**src/rtl/uart_receiver.sv**
```systemverilog
// UART receiver: oversampled start-bit validation, LSB-first data capture and stop-bit check.
// Good bytes appear on dout with a one-cycle dout_valid; bad stop bits give a one-cycle frame_err.
//
// state   | meaning
// IDLE    | line idle, waiting for rx_s low on a tick
// START   | counting to mid-start-bit to reject glitches
// DATA    | sampling DATA_BITS data bits at mid-bit
// STOP    | sampling the stop bit at mid-bit
// BREAK   | stop bit was low; wait for the line to return high
module uart_receiver #(
    parameter int OVERSAMPLE = 16,
    parameter int DATA_BITS  = 8
) (
    input  logic                 system_clk,
    input  logic                 reset,
    input  logic                 clken,
    input  logic                 rx,
    output logic [DATA_BITS-1:0] dout,
    output logic                 dout_valid,
    output logic                 frame_err,
    output logic                 rx_busy
);

    localparam int CNT_W = $clog2(OVERSAMPLE);
    localparam int BP_W  = $clog2(DATA_BITS) + 1;

    localparam logic [CNT_W-1:0] CNT_HALF = CNT_W'(OVERSAMPLE / 2 - 1);
    localparam logic [CNT_W-1:0] CNT_LAST = CNT_W'(OVERSAMPLE - 1);
    localparam logic [BP_W-1:0]  BP_LAST  = BP_W'(DATA_BITS - 1);

    localparam logic [2:0] S_IDLE  = 3'd0;
    localparam logic [2:0] S_START = 3'd1;
    localparam logic [2:0] S_DATA  = 3'd2;
    localparam logic [2:0] S_STOP  = 3'd3;
    localparam logic [2:0] S_BREAK = 3'd4;

    logic                 rx_meta_q, rx_meta_d;
    logic                 rx_s_q, rx_s_d;
    logic [2:0]           state_q, state_d;
    logic [CNT_W-1:0]     cnt_q, cnt_d;
    logic [BP_W-1:0]      bitpos_q, bitpos_d;
    logic [DATA_BITS-1:0] shreg_q, shreg_d;
    logic [DATA_BITS-1:0] dout_q, dout_d;
    logic                 dout_valid_q, dout_valid_d;
    logic                 frame_err_q, frame_err_d;

    always_comb begin
        rx_meta_d    = rx;
        rx_s_d       = rx_meta_q;
        state_d      = state_q;
        cnt_d        = cnt_q;
        bitpos_d     = bitpos_q;
        shreg_d      = shreg_q;
        dout_d       = dout_q;
        dout_valid_d = 1'b0;
        frame_err_d  = 1'b0;

        if (clken) begin
            case (state_q)
                S_IDLE: begin
                    if (!rx_s_q) begin
                        state_d = S_START;
                        cnt_d   = '0;
                    end
                end
                S_START: begin
                    if (cnt_q == CNT_HALF) begin
                        if (rx_s_q) begin
                            state_d = S_IDLE;
                        end else begin
                            state_d  = S_DATA;
                            cnt_d    = '0;
                            bitpos_d = '0;
                        end
                    end else begin
                        cnt_d = cnt_q + 1'b1;
                    end
                end
                S_DATA: begin
                    if (cnt_q == CNT_LAST) begin
                        shreg_d  = {rx_s_q, shreg_q[DATA_BITS-1:1]};
                        cnt_d    = '0;
                        bitpos_d = bitpos_q + 1'b1;
                        if (bitpos_q == BP_LAST) begin
                            state_d = S_STOP;
                        end
                    end else begin
                        cnt_d = cnt_q + 1'b1;
                    end
                end
                S_STOP: begin
                    if (cnt_q == CNT_LAST) begin
                        cnt_d = '0;
                        if (rx_s_q) begin
                            dout_d       = shreg_q;
                            dout_valid_d = 1'b1;
                            state_d      = S_IDLE;
                        end else begin
                            frame_err_d = 1'b1;
                            state_d     = S_BREAK;
                        end
                    end else begin
                        cnt_d = cnt_q + 1'b1;
                    end
                end
                S_BREAK: begin
                    // Held-low line stays here so a break reports one error, not repeated frames.
                    if (rx_s_q) begin
                        state_d = S_IDLE;
                    end
                end
                default: begin
                    state_d = S_IDLE;
                end
            endcase
        end
    end

    always_ff @(posedge system_clk or negedge reset) begin
        if (!reset) begin
            rx_meta_q    <= 1'b1;
            rx_s_q       <= 1'b1;
            state_q      <= S_IDLE;
            cnt_q        <= '0;
            bitpos_q     <= '0;
            shreg_q      <= '0;
            dout_q       <= '0;
            dout_valid_q <= 1'b0;
            frame_err_q  <= 1'b0;
        end else begin
            rx_meta_q    <= rx_meta_d;
            rx_s_q       <= rx_s_d;
            state_q      <= state_d;
            cnt_q        <= cnt_d;
            bitpos_q     <= bitpos_d;
            shreg_q      <= shreg_d;
            dout_q       <= dout_d;
            dout_valid_q <= dout_valid_d;
            frame_err_q  <= frame_err_d;
        end
    end

    assign dout       = dout_q;
    assign dout_valid = dout_valid_q;
    assign frame_err  = frame_err_q;
    assign rx_busy    = (state_q != S_IDLE);

endmodule

```
**config.mk**
```make
export PLATFORM = sky130hd
export DESIGN_NAME = uart_receiver
export DESIGN_NICKNAME = d
export VERILOG_FILES = /design/src/rtl/uart_receiver.sv
export SDC_FILE = /design/constraint.sdc
export NUM_CORES = 1
export LEC_CHECK = 0
export CAP_MARGIN = 5
export CORE_MARGIN = 1
export CORE_UTILIZATION = 47
export CTS_CLUSTER_SIZE = 28
export DETAILED_ROUTE_END_ITERATION = 16
export PLACE_DENSITY = 0.68
export SYNTH_ARGS = -nofsm -noshare
export SYNTH_HDL_FRONTEND = slang
export SYNTH_SLANG_ARGS = --single-unit
```
**constraint.sdc**
```tcl
create_clock -name system_clk -period 5.15 [get_ports system_clk]
set_input_delay 0.7725 -clock system_clk [delete_from_list [all_inputs] [get_ports system_clk]]
set_output_delay 0.7725 -clock system_clk [all_outputs]
set_load 0.01 [all_outputs]
```
==> results of run 1 <==
power groups by stage:
stage | logic (mW) | registers (mW) | clock network [mW]
after floorplan | 0.164 | 0.329 | 0
after global placement | 0.174 | 0.350 | 0
after detailed placement | 0.180 | 0.353 | 0
after CTS | 0.182 | 0.349 | 0.170
after global routing | 0.205 | 0.357 | 0.181
final | 0.180 | 0.349 | 0.162
cells in the mapped netlist, types with 2 or more instances:
master   instances  area (um2)
mux2i_1          2        20.0
mux2_2          15         169
nor2_1           6        22.5
a32o_1           2        20.0
o21ai_0          7        35.0
buf_6            3        33.8
nand2_1          3        11.3
xor2_1           2        17.5
nand3_1          2        10.0
a21o_1           2        15.0
o22ai_1          2        12.5
dfstp_2          2        52.6
a31oi_1          2        12.5
buf_2            2        10.0
inv_1            6        22.5
ha_1             2        25.0
a41oi_1          2        17.5
dfrtp_1         29         726
flip-flops by register name, summed over array words and instances (netlist names):
signal,count
frame_err,1
dout_valid,1
cnt_q,4
rx_meta_q,1
rx_s_q,1
bitpos_q,4
state_q,3
dout,8
shreg_q,8
stage by stage:
step                      total power, mW  setup slack, ns  hold slack, ns  instances  area, um2
after global placement              0.524             2.73           0.346        153       1600
final                               0.691             2.57           0.361        161       1670
after detailed placement            0.533             2.70           0.347        153       1600
after floorplan                     0.493             3.33           0.345        113       1460
after CTS                           0.702             2.56           0.362        161       1670
after global routing                0.743             2.48           0.368        161       1670
kinds of logic (layout without fill, tap and decap cells):
family,count (synthesis),in the layout,synth area share [%]
mux,19,19,14.7
simple gates,24,24,12.9
fa+ha+maj,2,2,1.71
buf+inv,12,29,5.05
xor+xnor,2,2,1.20
compound gates,23,23,11.1
flops,31,31,53.3
worst max-delay path, stage by stage (launching register included):
cell	delay, ns
dfrtp_1	0.66
inv_1	0.18
nand2_1	0.10
clkdlybuf4s50_1	0.53
worst max path at each step:
stage,slack [ns],depth (start not counted),endpoint,from
5_1_grt,2.48,3,rx_busy,state_q[1]
4_1_cts,2.56,3,rx_busy,state_q[1]
3_3_place_gp,2.73,4,bitpos_q[0],clken
6_report,2.57,3,rx_busy,state_q[1]
3_5_place_dp,2.70,4,bitpos_q[0],clken
2_1_floorplan,3.33,4,bitpos_q[0],clken
cells in the final DEF (no fill, tap or decap), types with 3 or more instances in the layout:
cell type,n
mux2_2,15
nor2_1,6
inv_1,6
clkbuf_4,5
clkdlybuf4s50_1,14
dfrtp_1,29
o21ai_0,7
nand2_1,3
per-layer routing:
metal | up-vias | share of wire, %
met5 | - | 0
met4 | 0 | 2.1
met3 | 7 | 4.3
met2 | 16 | 46
met1 | 439 | 47
li1 | 446 | -
cell type report:
| type | instances | share of cell area, % |
|---|---|---|
| Clock buffer | 7 | 3.90 |
| Clock inverter | 1 | 0.450 |
| Inverter | 6 | 1.35 |
| Multi-Input combinational cell | 70 | 36.5 |
| Sequential cell | 31 | 46.6 |
| Tap cell | 31 | 2.32 |
| Timing Repair Buffer | 15 | 8.85 |
==> impl_results.md, run 1 <==
* Status: finished, violations left
* Violated checks: design-rule violations
* FFs w/ async S/R, synth at 100%
* Initial antenna violation count at 0
* Reg-to-reg endpoint: dout[1]
* # rows at 19
* FF-to-FF path depth at 5
* Post-synth EDFFs at 0
* Min-Delay Path Class: reg -> reg
* Internal Power at 471 uW
* Met3 Use GR at 5.13%
* Die X at 57.8 um
* Iteration-0 DRC Markers at 32
* DRT Pass-1 Iters at 10
* Vias in the first global route at 924
* Die Height at 57.8 um
* Clk_skew at 0.00367 ns
* Post-synthesis register bit count at 31
* Hold Path Depth at 0
* Reg2reg start: cnt_q[0]
* RSZ-0062 raised after global routing: false
* Latest clock arrival within the worst-skew pair at 0.33 ns
* First-pass GRT wire length at 4350 um
* P_leak at 0.787 nW
* Hold Path Origin: rx_meta_q
* Final net count at 135
* Mapped cell area at 0.00146 mm2
* Critical path peak fanout at 11
* Layout fillers at 242
* Mapped Cells at 113
* Avg Inst Size Synth at 12.9 um2
* Dpl hpwl at 1590 um
* Slew HR at 67.4%
* Endpoints failing setup at 0
* P_sw at 220 uW
* GPL Wtd Cong at 0.857
* Core area at 0.00285 mm2
* Synthesized net count at 119
* Final hold viol count at 0
* Total Wirelength at 2410 um
* FMAX at 388 MHz
* Worst-Margin Slew at 0.488 ns
* Multi-input gate area at 609 um2
* Initial Utilization at 51.2%
* Die Area at 0.00334 mm2
* Via count at 908
* Pwr per Cell Area at 414 mW/mm2
* Yosys cell types at 40
* Hold path endpoint: rx_s_q
* CP required at 4.38 ns
* Peak VDD IR at 0.000213 V
* CTS H-Tree Depth at 2
* M2 GR Usage at 27.6%
* Area Growth Syn to Fin at 14.2%
* Clock slew seen by the registers of the worst setup and hold paths at 0.10 ns
* Bufs on Longest Clock Path at 2
* Sw frac at 31.8%
* Gr ovfl total at 0
* Vias per cell at 5.64
* Synth warn at 0
* Main synth FF type: dfrtp_1
* Ant. Diodes at 0
* Top Ports at 15
* Clk sinks at 31
* Kind of start point of the critical path: register
* Number of setup buffers added after CTS at 0
* Layout cells sized above 1 at 27.7%
* Antenna-violating nets left at 0
* Combinational power share at 26.0%
* Num CTS Buffers at 5
* Number of gates resized after cts at 0
* Root Driver: clkbuf_4
* Post-Route Utilization at 58.5%
* CP arrival at 1.81 ns
* Worst R2R Setup Slack at 3.39 ns
* CTS Hold Bufs at 0
* Most Used Layer, Global Route: met2
* Sequential element share of the synthesized area at 53.3%
* Drt drc at 1
* Max Slew Vio Count at 0
* Minimum clock period after layout at 2.58 ns
* CTS tree: built
* WL per Instance at 15.0 um
* Sequential share of power at 50.5%
* Clock share of power at 23.5%
* Final period utilization at 50.1%
* Met1 Track Usage GR at 22.7%
* Port buffer count at 14
* CP Class: reg -> out
* Crit. End Element: output pin
* Max-cap viol count at 0
* Pin count of the biggest net entering global routing at 32
* Setup_tns at 0 ns
* Overall routing resource usage at 17.9%
* Register area at 778 um2
(Power assumes the default switching activity.)
==> inputs of run 2 (changes only) <==
Clock period 5.15 ns to 2.7 ns, I/O delays scaled along.
==> run 2 against run 1 <==
Net effect:
- the flow still finishes with violations (design-rule violations)
- sequential share of layout area unchanged
- hold slack lost 0.0014 ns
- cell area stayed put
- clock power grew 91%
- global-route usage down 0.44 points
- total power increased by 91%
- sequential power rose by 90%
- core utilization did not move
- combinational power is 94% higher
==> impl_results.md, run 2 (same netlist as run 1, synthesis figures left out) <==
* CP required at 2.30 ns (-2.08 ns)
* P_leak at 0.787 nW (unchanged)
* Final period utilization at 80.9%
* First-pass GRT wire length at 4290 um (-1.4%)
* Status: finished, violations left
* Commonest cells after routing, fill and taps aside: dfrtp_1 (29), mux2_2 (15), clkdlybuf4s50_1 (14)
* Commonest non-fill, non-tap cell in the layout: dfrtp_1
* Crit. End Element: output pin
* Hold path endpoint: rx_s_q
* Fin cells at 161 (unchanged)
* Root Driver: clkbuf_4
* Gr ovfl total at 0 (unchanged)
* FF-to-FF path depth at 5 (unchanged)
* CP Class: reg -> out
* Num CTS Buffers at 5 (unchanged)
* Layout fillers at 251 (+3.7%)
* Core area at 0.00285 mm2 (unchanged)
* Initial Utilization at 51.2% (unchanged)
* Minimum clock period after layout at 2.18 ns
* GPL Wtd Cong at 0.825 (-3.7%)
* Max Slew Vio Count at 0 (unchanged)
* WL per Instance at 15.4 um (+2.8%)
* Kind of start point of the critical path: register
* Critical path peak fanout at 11 (unchanged)
* Clk_skew at 0.00851 ns (+0.00484 ns)
* Bufs on Longest Clock Path at 2 (unchanged)
* Iteration-0 DRC Markers at 27 (-16%)
* Sw frac at 32.0% (+0.19 points)
* Area Growth Syn to Fin at 14.2% (unchanged)
* Clk sinks at 31 (unchanged)
* Slew HR at 56.9% (-11 points)
* Overall routing resource usage at 17.5% (-0.44 points)
* Latest clock arrival within the worst-skew pair at 0.32 ns (about the same)
* Number of gates resized after cts at 0 (unchanged)
* Reg2reg start: cnt_q[0]
* Min-Delay Path Class: reg -> reg
* Peak VDD IR at 0.000429 V (+100%)
* Met2 wire len at 1240 um (+10%)
* Vias in the first global route at 935 (+1.2%)
* Final net count at 135 (unchanged)
* Hold Path Origin: rx_meta_q
* CTS Hold Bufs at 0 (unchanged)
* Number of setup buffers added after CTS at 0 (unchanged)
* Dpl hpwl at 1750 um (+11%)
* # rows at 19 (unchanged)
* Die Area at 0.00334 mm2 (unchanged)
* DRT Pass-1 Iters at 10 (unchanged)
* CP arrival at 1.78 ns (-0.03 ns)
* Worst R2R Setup Slack at 0.98 ns (-2.41 ns)
* FMAX at 458 MHz
* Violated checks: design-rule violations
* Register area at 778 um2 (unchanged)
* Layout cells sized above 1 at 27.7% (unchanged)
* Total Wirelength at 2480 um (+2.8%)
* Hold Slack at 0.360 ns (-0.00138 ns)
* Reg-to-reg endpoint: dout[2]
* Combinational power share at 26.5% (+0.5 points)
* Top Ports at 15 (unchanged)
* P_sw at 423 uW (+92%)
* Clock slew seen by the registers of the worst setup and hold paths at 0.10 ns (about the same)
* CTS tree: built
* Endpoints failing setup at 0 (unchanged)
* Vias per cell at 5.71 (+1.2%)
* RSZ-0062 raised after global routing: false
* Pin count of the biggest net entering global routing at 18 (-44%)
* Internal Power at 899 uW (+91%)
* Worst-Margin Slew at 0.645 ns (+0.157 ns)
* Via count at 919 (+1.2%)
* Initial antenna violation count at 0 (unchanged)
* Highest routed layer: met4
* Max-cap viol count at 0 (unchanged)
* Total power at 1.32 mW (+91%)
* Port buffer count at 14 (unchanged)
* Die Height at 57.8 um (unchanged)
* Hold Path Depth at 0 (unchanged)
* Pwr per Cell Area at 792 mW/mm2 (+91%)
* Placed cells at 153 (unchanged)
* Final hold viol count at 0 (unchanged)
* Setup_tns at 0 ns (unchanged)
* Ant. Diodes at 0 (unchanged)
* Multi-input gate area at 609 um2 (unchanged)
* Clock share of power at 23.4% (about the same)
* Routed met1 length at 1090 um (-3.5%)
* Sequential share of power at 50.1% (-0.4 points)
* Drt drc at 1 (unchanged)
* CTS H-Tree Depth at 2 (unchanged)
* Antenna-violating nets left at 0 (unchanged)
* Met3 WL at 110 um (+5.8%)
* Die X at 57.8 um (unchanged)
run 2: cell counts in the layout (fill, tap and decap cells not counted):
Identical to the previous run, type by type.
run 2: worst max-delay path by stage:
stage | startpoint | to | slack [ns]
floorplan | cnt_q[0] | shreg_q[0] | 1.09
global placement | clken | bitpos_q[0] | 0.64
detailed placement | clken | bitpos_q[0] | 0.61
CTS | state_q[1] | rx_busy | 0.52
global route | state_q[1] | rx_busy | 0.42
finish | state_q[1] | rx_busy | 0.52
run 2: routing by layer:
layer | track usage, % | up-vias
met2 | 27.4 | 22
met3 | 5.36 | 4
met1 | 22.1 | 448
met5 | 0 | -
li1 | - | 445
met4 | 8.50 | 0
run 2: final cells by class:
class | count | share of cell area [%]
repair buffers | 15 | 8.85
well taps | 31 | 2.32
clock buffers | 7 | 3.90
flip-flops and latches | 31 | 46.6
inverters | 6 | 1.35
multi-input cells | 70 | 36.5
clock inverters | 1 | 0.450
run 2: power by group through the flow:
stage / clock, mW / sequential, mW / combinational, mW
2_1_floorplan: 0 / 0.628 / 0.313
3_3_place_gp: 0 / 0.667 / 0.333
3_5_place_dp: 0 / 0.672 / 0.353
4_1_cts: 0.322 / 0.662 / 0.355
5_1_grt: 0.344 / 0.678 / 0.391
6_report: 0.310 / 0.662 / 0.350
run 2: through the flow:
| stage | util, % | area, um2 | setup WS (ns) |
|---|---|---|---|
| global placement | 56.0 | 1600 | 0.640 |
| global route | 58.5 | 1670 | 0.416 |
| CTS | 58.5 | 1670 | 0.517 |
| finish | 58.5 | 1670 | 0.517 |
| floorplan | - | 1460 | 1.09 |
| detailed placement | 56.0 | 1600 | 0.613 |
run 2: critical path, cell delays in order, from the launching register on:
cell             delay [ns]
dfrtp_1                0.66
inv_1                  0.17
nand2_1                0.09
clkdlybuf4s50_1        0.53
==> inputs of run 3 (changes only) <==
Settings changed: PLACE_DENSITY 0.68 to 0.71.
Clock period 2.7 ns to 2 ns, I/O delays scaled along.
==> run 3 against run 2 <==
Net effect:
- the run still ends with design-rule violations left
- first-iteration DRC count rose by 7.4%
- sequential cell count is the same
- clock skew shrank 0.0026 ns
- clock power increased by 64%
- count of clock-buffer cells in the layout is 1 lower
- global-route usage down 0.11 points
- final cell count is 0.62% higher
- core utilization grew 0.88 points
- cell area is 1.5% higher
- largest power group unchanged
- highest routed layer unchanged
==> impl_results.md, run 3 (same netlist as run 1, synthesis figures left out) <==
* Status: finished, violations left
* Violated checks: design-rule violations
* Kind of start point of the critical path: register
* RSZ-0062 raised after global routing: false
* DRT Pass-1 Iters at 10 (unchanged)
* Internal Power at 1.31 mW (+45%)
* Clk sinks at 31 (unchanged)
* Root Driver: clkbuf_4
* Final hold viol count at 0 (unchanged)
* Port buffer count at 14 (unchanged)
* Commonest non-fill, non-tap cell in the layout: dfrtp_1
* Latest clock arrival within the worst-skew pair at 0.34 ns (+0.02 ns)
* Max Slew Vio Count at 0 (unchanged)
* Antenna-violating nets left at 0 (unchanged)
* Endpoints failing setup at 0 (unchanged)
* Layout fillers at 242 (-3.6%)
* CP arrival at 1.61 ns (-0.17 ns)
* Setup Slack @ Placement at 0.117 ns (-0.496 ns)
* Slew HR at 74.5% (+18 points)
* Die Area at 0.00334 mm2 (unchanged)
* Post-route cell area at 0.00169 mm2 (+1.5%)
* Initial Utilization at 51.2% (unchanged)
* GPL Wtd Cong at 0.775 (-6.1%)
* Total Wirelength at 2390 um (-3.6%)
* Critical path peak fanout at 10 (-1)
* Top Ports at 15 (unchanged)
* P_leak at 0.803 nW (+2.0%)
* CP Class: reg -> out
* Overall routing resource usage at 17.3% (-0.11 points)
* Critical path's top delay family: flip-flops
* Gr ovfl total at 0 (unchanged)
* Post-Route Utilization at 59.4% (+0.88 points)
* WL per Instance at 14.8 um (-4.1%)
* FMAX at 522 MHz
* Core area at 0.00285 mm2 (unchanged)
* Clk_skew at 0.00591 ns (-0.00260 ns)
* Vias per cell at 5.73 (+0.36%)
* Buf/Inv on CP at 1 (-1)
* Layout cells sized above 1 at 29.8% (+2.1 points)
* Commonest cells after routing, fill and taps aside: dfrtp_1 (28), mux2_2 (15), clkdlybuf4s50_1 (14)
* Slowest CP cell: dfrtp_1
* Ant. Diodes at 0 (unchanged)
* Met2 wire len at 1130 um (-9.0%)
* Crit. End Element: output pin
* CTS Hold Bufs at 0 (unchanged)
* Pwr per Cell Area at 1110 mW/mm2 (+40%)
* Num CTS Buffers at 5 (unchanged)
* CTS tree: built
* Max-cap viol count at 0 (unchanged)
* Max incr delay on CP at 0.51 ns (-0.15 ns)
* Bufs on Longest Clock Path at 2 (unchanged)
* Drt drc at 1 (unchanged)
* Die Height at 57.8 um (unchanged)
* Crit-path cells: nor2_2, nand2_1, clkdlybuf4s50_1
* Final net count at 136 (+0.74%)
* Via count at 928 (+0.98%)
* Iteration-0 DRC Markers at 29 (+7.4%)
* Combinational power share at 24.9% (-1.6 points)
* P_sw at 572 uW (+35%)
* Minimum clock period after layout at 1.91 ns
* CP required at 1.70 ns (-0.60 ns)
* First-pass GRT wire length at 4290 um (unchanged)
* Highest routed layer: met4
* Initial antenna violation count at 0 (unchanged)
* Number of setup buffers added after CTS at 0 (unchanged)
* # rows at 19 (unchanged)
* Routed met1 length at 1110 um (+1.7%)
* Pin count of the biggest net entering global routing at 32 (+14)
* Area Growth Syn to Fin at 15.9%
* Final worst slack at 0.0852 ns (-0.431 ns)
* Die X at 57.8 um (unchanged)
* Min-Delay Path Class: in -> async
* Area after DPL at 0.00160 mm2 (+0.47%)
* Worst-Margin Slew at 0.383 ns (-0.262 ns)
* CTS H-Tree Depth at 2 (unchanged)
* Dpl hpwl at 1650 um (-5.7%)
* Clock slew seen by the registers of the worst setup and hold paths at 0.09 ns (about the same)
* Final period utilization at 95.7%
* Clock share of power at 27.0% (+3.6 points)
* Sw frac at 30.4% (-1.6 points)
* Peak VDD IR at 0.000534 V (+25%)
* Vias in the first global route at 920 (-1.6%)
* Sequential share of power at 48.1% (-2.0 points)
* Met3 WL at 118 um (+7.3%)
* Setup_tns at 0 ns (unchanged)
==> run 3: what timing repair did <==
item,4_1_cts,5_1_grt
endpoints found under the setup margin,1,1
pin swaps,0,0
resized for setup,1,1
==> run 3: through the flow <==
stage / total power [mW] / instances / hold WS (ns)
6_report: 1.88 / 162 / 0.340
5_1_grt: 2.01 / 162 / 0.356
4_1_cts: 1.89 / 162 / 0.344
3_5_place_dp: 1.38 / 154 / 0.348
3_3_place_gp: 1.35 / 154 / 0.346
2_1_floorplan: 1.27 / 113 / 0.00441
==> run 3: cell type report <==
type | instances | area, um2 | area share (%)
Tap cell | 31 | 38.8 | 2.29
Multi-Input combinational cell | 70 | 612 | 36.1
Clock inverter | 2 | 35.0 | 2.07
Sequential cell | 31 | 779 | 46.0
Timing Repair Buffer | 16 | 155 | 9.16
Clock buffer | 6 | 51.3 | 3.03
Inverter | 6 | 22.5 | 1.33
==> run 3: power groups by stage <==
stage / clock (mW) / sequential, mW / combinational [mW]
after floorplan: 0 / 0.847 / 0.423
after global placement: 0 / 0.899 / 0.449
after detailed placement: 0 / 0.912 / 0.468
after CTS: 0.520 / 0.900 / 0.472
after global routing: 0.553 / 0.926 / 0.534
final: 0.507 / 0.902 / 0.468
==> run 3: final timing paths <==
check | depth (start not counted) | slack (ns) | start | to
worst max-delay path | 3 | 0.09 | state_q[2] | rx_busy
worst min-delay path | 2 | 0.34 | reset | shreg_q[0]
worst max register to register | 5 | 0.27 | cnt_q[0] | dout[1]
worst min register to register | 0 | 0.36 | rx_meta_q | rx_s_q
max in group asynchronous | 2 | 1.34 | reset | rx_meta_q
min in group system_clk | 0 | 0.36 | rx_meta_q | rx_s_q
==> run 3: worst register-to-register path: stages (launching register included) <==
cell	delay [ns]
dfrtp_1	0.40
ha_1	0.29
and3_4	0.25
nand4_4	0.14
nor2_8	0.19
mux2_2	0.36
==> run 3: routing by layer <==
layer  vias up  global-route usage [%]
met5         -                       0
met1       459                    22.9
met3         4                    6.70
li1        445                       -
met4         0                    7.14
met2        20                    25.7
